$ cat src/rtl/des_ctrl_pkg.sv
// Shared types for the Triple-DES sequence controller: FSM state encoding and mode constants.
package des_ctrl_pkg;

    typedef enum logic [3:0] {
        IDLE,
        KEY_LOAD,
        KEY_WAIT,
        MODE_SEL,
        WAIT_DATA,
        START,
        RUN,
        XFER,
        DONE,
        ERR
    } des_seq_state_t;

    localparam logic MODE_ENC = 1'b0;
    localparam logic MODE_DEC = 1'b1;

endpackage

$ cat src/rtl/des_watchdog_timer.sv
// DES-engine watchdog: counts enabled cycles since clear and flags the cycle on which
// the LIMIT-1'th consecutive wait would be reached.
module des_watchdog_timer #(
    parameter int LIMIT = 64
) (
    input  logic clk,
    input  logic n_rst,
    input  logic clear,
    input  logic enable,
    output logic expired
);

    localparam int CW = (LIMIT > 2) ? $clog2(LIMIT) : 1;

    logic [CW-1:0] count;

    always_ff @(posedge clk or negedge n_rst) begin
        if (!n_rst)
            count <= '0;
        else if (clear)
            count <= '0;
        else if (enable)
            count <= count + 1'b1;
    end

    // Incremented value hitting LIMIT-1 means ERR is entered LIMIT cycles after START.
    assign expired = enable && (count == CW'(LIMIT - 2));

endmodule

$ cat src/rtl/des_sequence_controller.sv
// Sequencer for the I2C Triple-DES core: key loading, per-block DES handshake with
// watchdog, burst limit, and abort on I2C stop.
module des_sequence_controller
    import des_ctrl_pkg::*;
#(
    parameter int NUM_KEYS       = 3,
    parameter int MAX_BLOCKS     = 16,
    parameter int TIMEOUT_CYCLES = 64,
    parameter int BLK_W          = $clog2(MAX_BLOCKS + 1)
) (
    input  logic                clk,
    input  logic                n_rst,
    input  logic                i2c_stop,
    input  logic                i2c_rw,
    input  logic                data_ready,
    input  logic                next_data,
    output logic [NUM_KEYS-1:0] key_load,
    output logic                des_ready,
    output logic                dir_io_sel,
    output logic                ag_enable,
    output logic                output_load_enable,
    output logic                output_ready,
    output logic [BLK_W-1:0]    block_count,
    output logic                busy,
    output logic                error
);

    localparam int KI_W = (NUM_KEYS > 1) ? $clog2(NUM_KEYS) : 1;

    des_seq_state_t    state, state_nxt;
    logic [KI_W-1:0]   k_idx, k_nxt;
    logic              mode, mode_nxt;
    logic [BLK_W-1:0]  bc_nxt;
    logic              wd_clear, wd_en, wd_expired;
    logic              abort;

    des_watchdog_timer #(.LIMIT(TIMEOUT_CYCLES)) u_wdt (
        .clk     (clk),
        .n_rst   (n_rst),
        .clear   (wd_clear),
        .enable  (wd_en),
        .expired (wd_expired)
    );

    always_ff @(posedge clk or negedge n_rst) begin
        if (!n_rst) begin
            state       <= IDLE;
            k_idx       <= '0;
            mode        <= MODE_ENC;
            block_count <= '0;
        end else begin
            state       <= state_nxt;
            k_idx       <= k_nxt;
            mode        <= mode_nxt;
            block_count <= bc_nxt;
        end
    end

    assign abort = i2c_stop && !(state inside {IDLE, DONE, ERR});

    always_comb begin
        state_nxt          = state;
        k_nxt              = k_idx;
        mode_nxt           = mode;
        bc_nxt             = block_count;
        wd_clear           = 1'b0;
        wd_en              = 1'b0;
        key_load           = '0;
        des_ready          = 1'b0;
        dir_io_sel         = 1'b0;
        ag_enable          = 1'b0;
        output_load_enable = 1'b0;
        output_ready       = 1'b0;
        busy               = (state != IDLE);
        error              = 1'b0;

        case (state)
            IDLE: begin
                if (data_ready) begin
                    state_nxt = KEY_LOAD;
                    k_nxt     = '0;
                    bc_nxt    = '0;
                end
            end
            KEY_LOAD: begin
                key_load = NUM_KEYS'(1) << k_idx;
                if (k_idx == KI_W'(NUM_KEYS - 1)) begin
                    state_nxt = MODE_SEL;
                end else begin
                    k_nxt     = k_idx + 1'b1;
                    state_nxt = KEY_WAIT;
                end
            end
            KEY_WAIT: if (data_ready) state_nxt = KEY_LOAD;
            MODE_SEL: begin
                // Direction is taken live from i2c_rw here so a read can prefetch its address.
                mode_nxt   = i2c_rw;
                dir_io_sel = i2c_rw;
                ag_enable  = (i2c_rw == MODE_DEC);
                state_nxt  = WAIT_DATA;
            end
            WAIT_DATA: begin
                dir_io_sel = mode;
                if (data_ready) state_nxt = START;
            end
            START: begin
                dir_io_sel = mode;
                des_ready  = 1'b1;
                wd_clear   = 1'b1;
                state_nxt  = RUN;
            end
            RUN: begin
                dir_io_sel = mode;
                wd_en      = 1'b1;
                if (next_data)       state_nxt = XFER;
                else if (wd_expired) state_nxt = ERR;
            end
            XFER: begin
                dir_io_sel         = mode;
                output_load_enable = 1'b1;
                output_ready       = mode;
                ag_enable          = (mode == MODE_ENC);
                bc_nxt             = block_count + 1'b1;
                state_nxt          = DONE;
            end
            DONE: begin
                dir_io_sel         = mode;
                output_load_enable = 1'b1;
                output_ready       = mode;
                if (i2c_stop || block_count == BLK_W'(MAX_BLOCKS)) state_nxt = IDLE;
                else                                                state_nxt = WAIT_DATA;
            end
            ERR: begin
                error = 1'b1;
                if (i2c_stop) state_nxt = IDLE;
            end
            default: state_nxt = IDLE;
        endcase

        // Stop overrides every other transition and leaves the counters untouched.
        if (abort) begin
            state_nxt = IDLE;
            k_nxt     = k_idx;
            mode_nxt  = mode;
            bc_nxt    = block_count;
        end
    end

endmodule

$ cat config.mk
export PLATFORM = sky130hd
export DESIGN_NAME = des_sequence_controller
export DESIGN_NICKNAME = d
export VERILOG_FILES = /design/src/rtl/des_ctrl_pkg.sv /design/src/rtl/des_watchdog_timer.sv /design/src/rtl/des_sequence_controller.sv
export SDC_FILE = /design/constraint.sdc
export NUM_CORES = 1
export LEC_CHECK = 0
export ABC_AREA = 0
export BUFFER_PORTS_ARGS = -buffer_cell sky130_fd_sc_hd__buf_2
export CORE_AREA = 4 4 52 54
export CTS_CLUSTER_DIAMETER = 80
export CTS_CLUSTER_SIZE = 16
export DETAILED_ROUTE_END_ITERATION = 7
export DIE_AREA = 0 0 56 58
export PLACE_DENSITY_LB_ADDON = 0.3
export SETUP_SLACK_MARGIN = 0.2
export SKIP_CTS_REPAIR_TIMING = 1
export SYNTH_ARGS = -nofsm -noshare
export SYNTH_HDL_FRONTEND = slang
export SYNTH_SLANG_ARGS = --single-unit
$ cat constraint.sdc
create_clock -name clk -period 4.4 [get_ports clk]
set_input_delay 0.22 -clock clk [delete_from_list [all_inputs] [get_ports clk]]
set_output_delay 0.22 -clock clk [all_outputs]
set_load 0.005 [all_outputs]
==> flow_metrics.env, run 1 <==
export IMPL_syn_inst=143
export IMPL_clock_latency_ns=0.29
export IMPL_fmax_mhz=485
export IMPL_io_buffers=20
export IMPL_post_synth_top_area_fraction_pct=35.3
export IMPL_ys_ff_latch=18
export IMPL_cts_root_buf="clkbuf_4"
export IMPL_ys_flop_type="dfrtp_1"
export IMPL_grt_pass1_vias=1055
export IMPL_routedWlPerCell_um=14.0
export IMPL_gr_total_overflow=0
export IMPL_fin_skew_ns=0.00222
export IMPL_instances_no_fill=188
export IMPL_dr_first_iter_drc_count=29
export IMPL_drtAntennaViolNets=0
export IMPL_numCtsBuffers=3
export IMPL_start_kind="flip-flop"
export IMPL_clock_sinks=18
export IMPL_cp_common_cell="nand2_1"
export IMPL_final_setup_viol_count=0
export IMPL_rows=17
export IMPL_setup_tns_final_ns=0
export IMPL_synth_warnings=0
export IMPL_place_congestion=0.770
export IMPL_placed_cells=183
export IMPL_cp_cell_sequence="or4b_4 > o21ai_0 > nand2_1 > nand2_1 > buf_2"
export IMPL_synth_async_reset_ratio_pct=100
export IMPL_power_switching_uw=285
export IMPL_grt_pass1_wl_mm=4.52
export IMPL_slowest_delay_ns=0.64
export IMPL_die_area_um2=3250
export IMPL_cts_htree_levels=1
export IMPL_p_seq_share_pct=41.0
export IMPL_cap_violations=0
export IMPL_cts_tree="done"
export IMPL_synth_commonest_cells="dfrtp_1 (18), nand2_1 (18), o21ai_0 (11), inv_1 (10), nor2_1 (9)"
export IMPL_syn_cell_area_um2=1270
export IMPL_fin_crit_sh_pct=46.9
export IMPL_grt_max_degree=22
export IMPL_crit_path_end_kind="output port"
export IMPL_core_area_um2=2210
export IMPL_io_pins=21
export IMPL_die_h_um=58
export IMPL_worstHoldPathType="in -> reg"
export IMPL_tightest_slew_ns=0.573
export IMPL_avgSynthCellArea_um2=8.92
export IMPL_antenna_found_initial=0
export IMPL_yosys_area_top_type="dfrtp_1"
export IMPL_grt_usage_pct=17.1
export IMPL_p_leak_nw=0.679
export IMPL_drt_total_wl_mm=2.63
export IMPL_antenna_cells=0
export IMPL_die_w_um=56
export IMPL_synth_cell_type_count=44
export IMPL_syn_to_final_growth_pct=8.05
export IMPL_synth_fp_nets=156
export IMPL_crit_path_max_fanout=18
export IMPL_worstPathArrival_ns=1.84
export IMPL_slew_headroom_pct=61.8
export IMPL_pwr_share_clk_pct=15.3
export IMPL_drive_above_1_share_pct=20.0
export IMPL_vias=1087
export IMPL_cp_top_family="simple AND/OR/NAND/NOR gates"
export IMPL_p_int_uw=388
export IMPL_cp_required_ns=4.18
export IMPL_worstSetupPathType="reg -> out"
export IMPL_ir_drop_mv=0.276
export IMPL_synth_area_leaders="dfrtp_1 (35%), ha_1 (6.9%), nand2_1 (5.3%)"
export IMPL_hpwl_mm=1.90
export IMPL_finalHoldViolations=0
export IMPL_slowest_stage="or4b_4"
export IMPL_clock_path_buffers=2
export IMPL_synth_edf_count=0
export IMPL_fin_crit_ns=2.06
export IMPL_swShare_pct=42.4
export IMPL_drc=0
export IMPL_yosysSeqAreaShare_pct=35.3
export IMPL_start_util_pct=57.6
export IMPL_viasPerCell=5.78
export IMPL_fin_nets=174
export IMPL_combinationalPowerShare_pct=43.7
export IMPL_drtPass1Iterations=5
export IMPL_fillers=210
export IMPL_rsz0062_at_grt="no"
export IMPL_clkSlewWorstSetupHoldPaths_ns=0.11
export IMPL_slew_violations=0
export IMPL_outcome="finished, final reports clean"
export IMPL_critPathBufInv=1
export IMPL_powerDensity_nw_per_um2=489
[placed cells by master, fill, tap and decap left out, types with 3 or more instances in the layout]
master / instances
a21oi_1: 7
and3_1: 5
buf_2: 20
clkbuf_4: 3
dfrtp_1: 18
ha_1: 7
inv_1: 10
mux2i_1: 4
nand2_1: 18
nand3_1: 7
nor2_1: 9
nor3_1: 4
o21ai_0: 11
[final timing paths]
kind | start | endpoint | slack (ns) | cells past startpoint
setup / recovery | state[2]$_DFFE_PN0P_ | dir_io_sel | 2.34 | 5
hold / removal | i2c_rw | mode$_DFFE_PN0P_ | 0.16 | 3
setup reg to reg | state[0]$_DFFE_PN0P_ | state[2]$_DFFE_PN0P_ | 2.47 | 4
hold reg to reg | u_wdt.count[3]$_DFFE_PN0P_ | u_wdt.count[3]$_DFFE_PN0P_ | 0.52 | 1
max in group asynchronous | n_rst | block_count[0]$_DFFE_PN0P_ | 3.72 | 2
min in group asynchronous | n_rst | k_idx[0]$_DFFE_PN0P_ | 0.38 | 2
[layer usage]
| metal | vias to the layer above | GRT usage (%) | part of all wire, % | routed length, um |
|---|---|---|---|---|
| met3 | 2 | 3.79 | 4.1 | 108 |
| met5 | - | 0 | 0 | 0 |
| met2 | 18 | 30.7 | 48 | 1270 |
| li1 | 553 | - | - | - |
| met1 | 514 | 20.6 | 47 | 1230 |
| met4 | 0 | 4.41 | 0.53 | 14 |
[registers in the layout, indices dropped and copies added (netlist names)]
signal       cells
state            4
mode             1
u_wdt.count      6
block_count      5
k_idx            2
[power by group through the flow]
stage,clock [mW],sequential [mW],combinational (mW)
floorplan,0,0.220,0.305
global placement,0,0.272,0.285
detailed placement,0,0.276,0.295
CTS,0.106,0.273,0.297
global route,0.114,0.284,0.337
finish,0.103,0.276,0.294
[logic make-up after synthesis]
| kind of cell | Yosys count | share of synthesized area [%] |
|---|---|---|
| multiplexers | 5 | 4.02 |
| adder cells (fa/ha/maj) | 7 | 6.87 |
| flip-flops | 18 | 35.3 |
| AO/OA/AOI/OAI | 35 | 18.3 |
| buffers and inverters | 18 | 9.13 |
| AND/OR/NAND/NOR | 59 | 25.7 |
| XOR/XNOR | 1 | 0.687 |
[layout make-up]
| class | instances | area [um2] | area share, % |
|---|---|---|---|
| multi-input combinational | 107 | 708 | 51.4 |
| inverter | 10 | 37.5 | 2.72 |
| tap | 28 | 35.0 | 2.54 |
| timing repair buffer | 21 | 110 | 7.99 |
| sequential | 18 | 450 | 32.7 |
| clock buffer | 4 | 36.3 | 2.63 |
[worst min-delay path: stages]
cell     delay, ns
buf_2         0.10
nand2_1       0.04
o21ai_0       0.06
[stage by stage]
| step | instance area [um2] | setup slack (ns) | hold slack (ns) | utilization [%] | power, mW |
|---|---|---|---|---|---|
| floorplan | 1270 | 2.88 | -0.0756 | - | 0.526 |
| global placement | 1330 | 2.65 | 0.175 | 60.2 | 0.557 |
| detailed placement | 1330 | 2.50 | 0.185 | 60.2 | 0.571 |
| CTS | 1370 | 2.35 | -0.144 | 61.8 | 0.676 |
| global route | 1380 | 2.11 | 0.183 | 62.3 | 0.735 |
| finish | 1380 | 2.34 | 0.162 | 62.3 | 0.673 |
(Power assumes the default switching activity.)
==> run 2, diff against run 1 <==
CORE_AREA = 4 4 56 58   (was 4 4 52 54)
DIE_AREA = 0 0 60 62   (was 0 0 56 58)
clock period = 1.7 ns   (was 4.4 ns; I/O delays follow)
==> run 2 against run 1 <==
Against the previous run: the run now ends with negative setup slack left; critical endpoint unchanged; worst setup slack got worse by 2.4 ns; power increased to 3.2 times the previous value; via count grew 14%; first-iteration DRC count increased by 150%; die area up 15%; non-clock buffer count up 24; clock power grew to 2.6 times the previous value; highest routed layer unchanged; combinational power grew to 4.2 times the previous value; sequential share of layout area shrank 4.3 points; largest cell class unchanged; clock skew rose by 0.011 ns; clock-buffer cell count stayed put.
==> flow_metrics.env, run 2 (same netlist as run 1, synthesis figures left out) <==
export IMPL_outcome="complete, but fails checks"
export IMPL_violations="negative setup slack"
export IMPL_fin_crit_sh_pct=102
export IMPL_numCtsBuffers=3
export IMPL_drc=0
export IMPL_layout_common_cells="buf_4 (22), buf_2 (21), nand2_1 (17)"
export IMPL_clkSlewWorstSetupHoldPaths_ns=0.12
export IMPL_worstPathArrival_ns=1.65
export IMPL_die_w_um=60
export IMPL_cp_cell_sequence="or4b_4 > o21ai_2 > nand2_1 > nand2_1 > buf_2"
export IMPL_fin_nets=198
export IMPL_setup_ws_ns=-0.0344
export IMPL_drt_total_wl_mm=3.06
export IMPL_top_register="u_wdt.count"
export IMPL_rsz0062_at_grt="yes"
export IMPL_dr_first_iter_drc_count=72
export IMPL_crit_path_max_fanout=8
export IMPL_routedWlPerCell_um=14.2
export IMPL_cts_root_buf="clkbuf_4"
export IMPL_grt_usage_pct=16.0
export IMPL_clock_latency_ns=0.30
export IMPL_slew_violations=0
export IMPL_clock_sinks=18
export IMPL_drtPass1Iterations=5
export IMPL_slowest_stage="or4b_4"
export IMPL_finish_utilization_pct=60.3
export IMPL_fillers=239
export IMPL_drive_above_1_share_pct=38.0
export IMPL_fin_skew_ns=0.0135
export IMPL_slew_headroom_pct=72.7
export IMPL_critPathCapture="dir_io_sel"
export IMPL_cap_violations=0
export IMPL_grt_pass1_wl_mm=4.53
export IMPL_vias=1241
export IMPL_ff2ff_path_depth=5
export IMPL_die_h_um=62
export IMPL_grt_pass1_vias=1030
export IMPL_crit_path_end_kind="output port"
export IMPL_io_buffers=20
export IMPL_p_leak_nw=0.803
export IMPL_clock_path_buffers=2
export IMPL_design_area_um2=1610
export IMPL_cp_required_ns=1.62
export IMPL_fmax_mhz=577
export IMPL_antenna_cells=0
export IMPL_powerDensity_nw_per_um2=1330
export IMPL_rows=19
export IMPL_cts_tree="done"
export IMPL_die_area_um2=3720
export IMPL_start_util_pct=47.9
export IMPL_start_kind="flip-flop"
export IMPL_gr_total_overflow=0
export IMPL_cts_htree_levels=1
export IMPL_fin_crit_ns=1.73
export IMPL_final_setup_viol_count=6
export IMPL_core_area_um2=2660
export IMPL_slowest_delay_ns=0.58
export IMPL_instances_no_fill=215
export IMPL_top_regs="u_wdt.count: 6 flops, block_count: 5 flops, state: 4 flops"
export IMPL_place_congestion=0.764
export IMPL_tightest_slew_ns=0.409
export IMPL_viasPerCell=5.77
export IMPL_cp_common_cell="nand2_1"
export IMPL_worstHoldPathType="in -> reg"
export IMPL_ir_drop_mv=0.822
export IMPL_post_dp_cell_area_um2=1400
export IMPL_startpoint="state[2]$_DFFE_PN0P_"
export IMPL_r2r_end="k_idx[0]$_DFFE_PN0P_"
export IMPL_placed_cells=194
export IMPL_drtAntennaViolNets=0
export IMPL_worstSetupPathType="reg -> out"
export IMPL_layout_commonest_cell="buf_4"
export IMPL_io_pins=21
export IMPL_ff2ff_setup_slack_ns=-0.03
export IMPL_largest_register_ffs=6
export IMPL_finalHoldViolations=0
export IMPL_hpwl_mm=2.07
export IMPL_grt_max_degree=19
export IMPL_antenna_found_initial=0
export IMPL_syn_to_final_growth_pct=26.0
export IMPL_reg2reg_from="state[2]$_DFFE_PN0P_"
run 2: cell types whose count changed in the layout (fill, tap and decap cells not counted), sizes merged:
cell / before / now
buf: 20 / 44
run 2: worst max-delay path: cells and delay by family (launching register included):
kind,cells,cell delay (ns)
buf+inv,1,0.10
flops,1,0.48
simple gates,3,0.69
compound gates,1,0.08
run 2: worst min path at each step:
stage / from / to / slack (ns) / depth (start not counted)
after detailed placement: n_rst / u_wdt.count[2]$_DFFE_PN0P_ / 0.05 / 1
after global routing: i2c_rw / mode$_DFFE_PN0P_ / 0.04 / 3
final: i2c_rw / mode$_DFFE_PN0P_ / 0.02 / 3
after CTS: n_rst / state[2]$_DFFE_PN0P_ / -0.28 / 1
after global placement: n_rst / block_count[1]$_DFFE_PN0P_ / 0.05 / 1
after floorplan: n_rst / block_count[0]$_DFFE_PN0P_ / -0.21 / 0
run 2: per-layer routing:
| layer | vias to the layer above | wire [um] | track usage, % |
|---|---|---|---|
| met5 | - | 0 | 0 |
| met4 | 0 | 19 | 6.65 |
| met3 | 2 | 182 | 1.86 |
| met2 | 47 | 1500 | 25.6 |
| met1 | 588 | 1360 | 22.0 |
| li1 | 604 | - | - |
run 2: layout make-up:
class	instances	area (um2)	area share [%]
clock buffer	4	36.3	2.26
inverter	10	37.5	2.34
multi-input combinational	107	747	46.5
sequential	18	455	28.3
tap	31	38.8	2.41
timing repair buffer	45	292	18.1
run 2: stage by stage:
step | total power, mW | hold slack, ns | setup slack (ns) | TNS [ns]
global placement | 1.56 | 0.0451 | 0.0797 | 0
floorplan | 1.37 | -0.211 | 0.184 | 0
global route | 2.30 | 0.0417 | -0.0779 | -0.602
detailed placement | 1.59 | 0.0496 | -0.0157 | -0.0305
CTS | 1.87 | -0.285 | -0.152 | -0.555
finish | 2.14 | 0.0235 | -0.0344 | -0.0993
run 2: power by group:
part / switching [mW] / total [mW] / internal [mW]
sequential: 0.117 / 0.640 / 0.523
combinational: 0.604 / 1.23 / 0.627
clock: 0.141 / 0.272 / 0.130
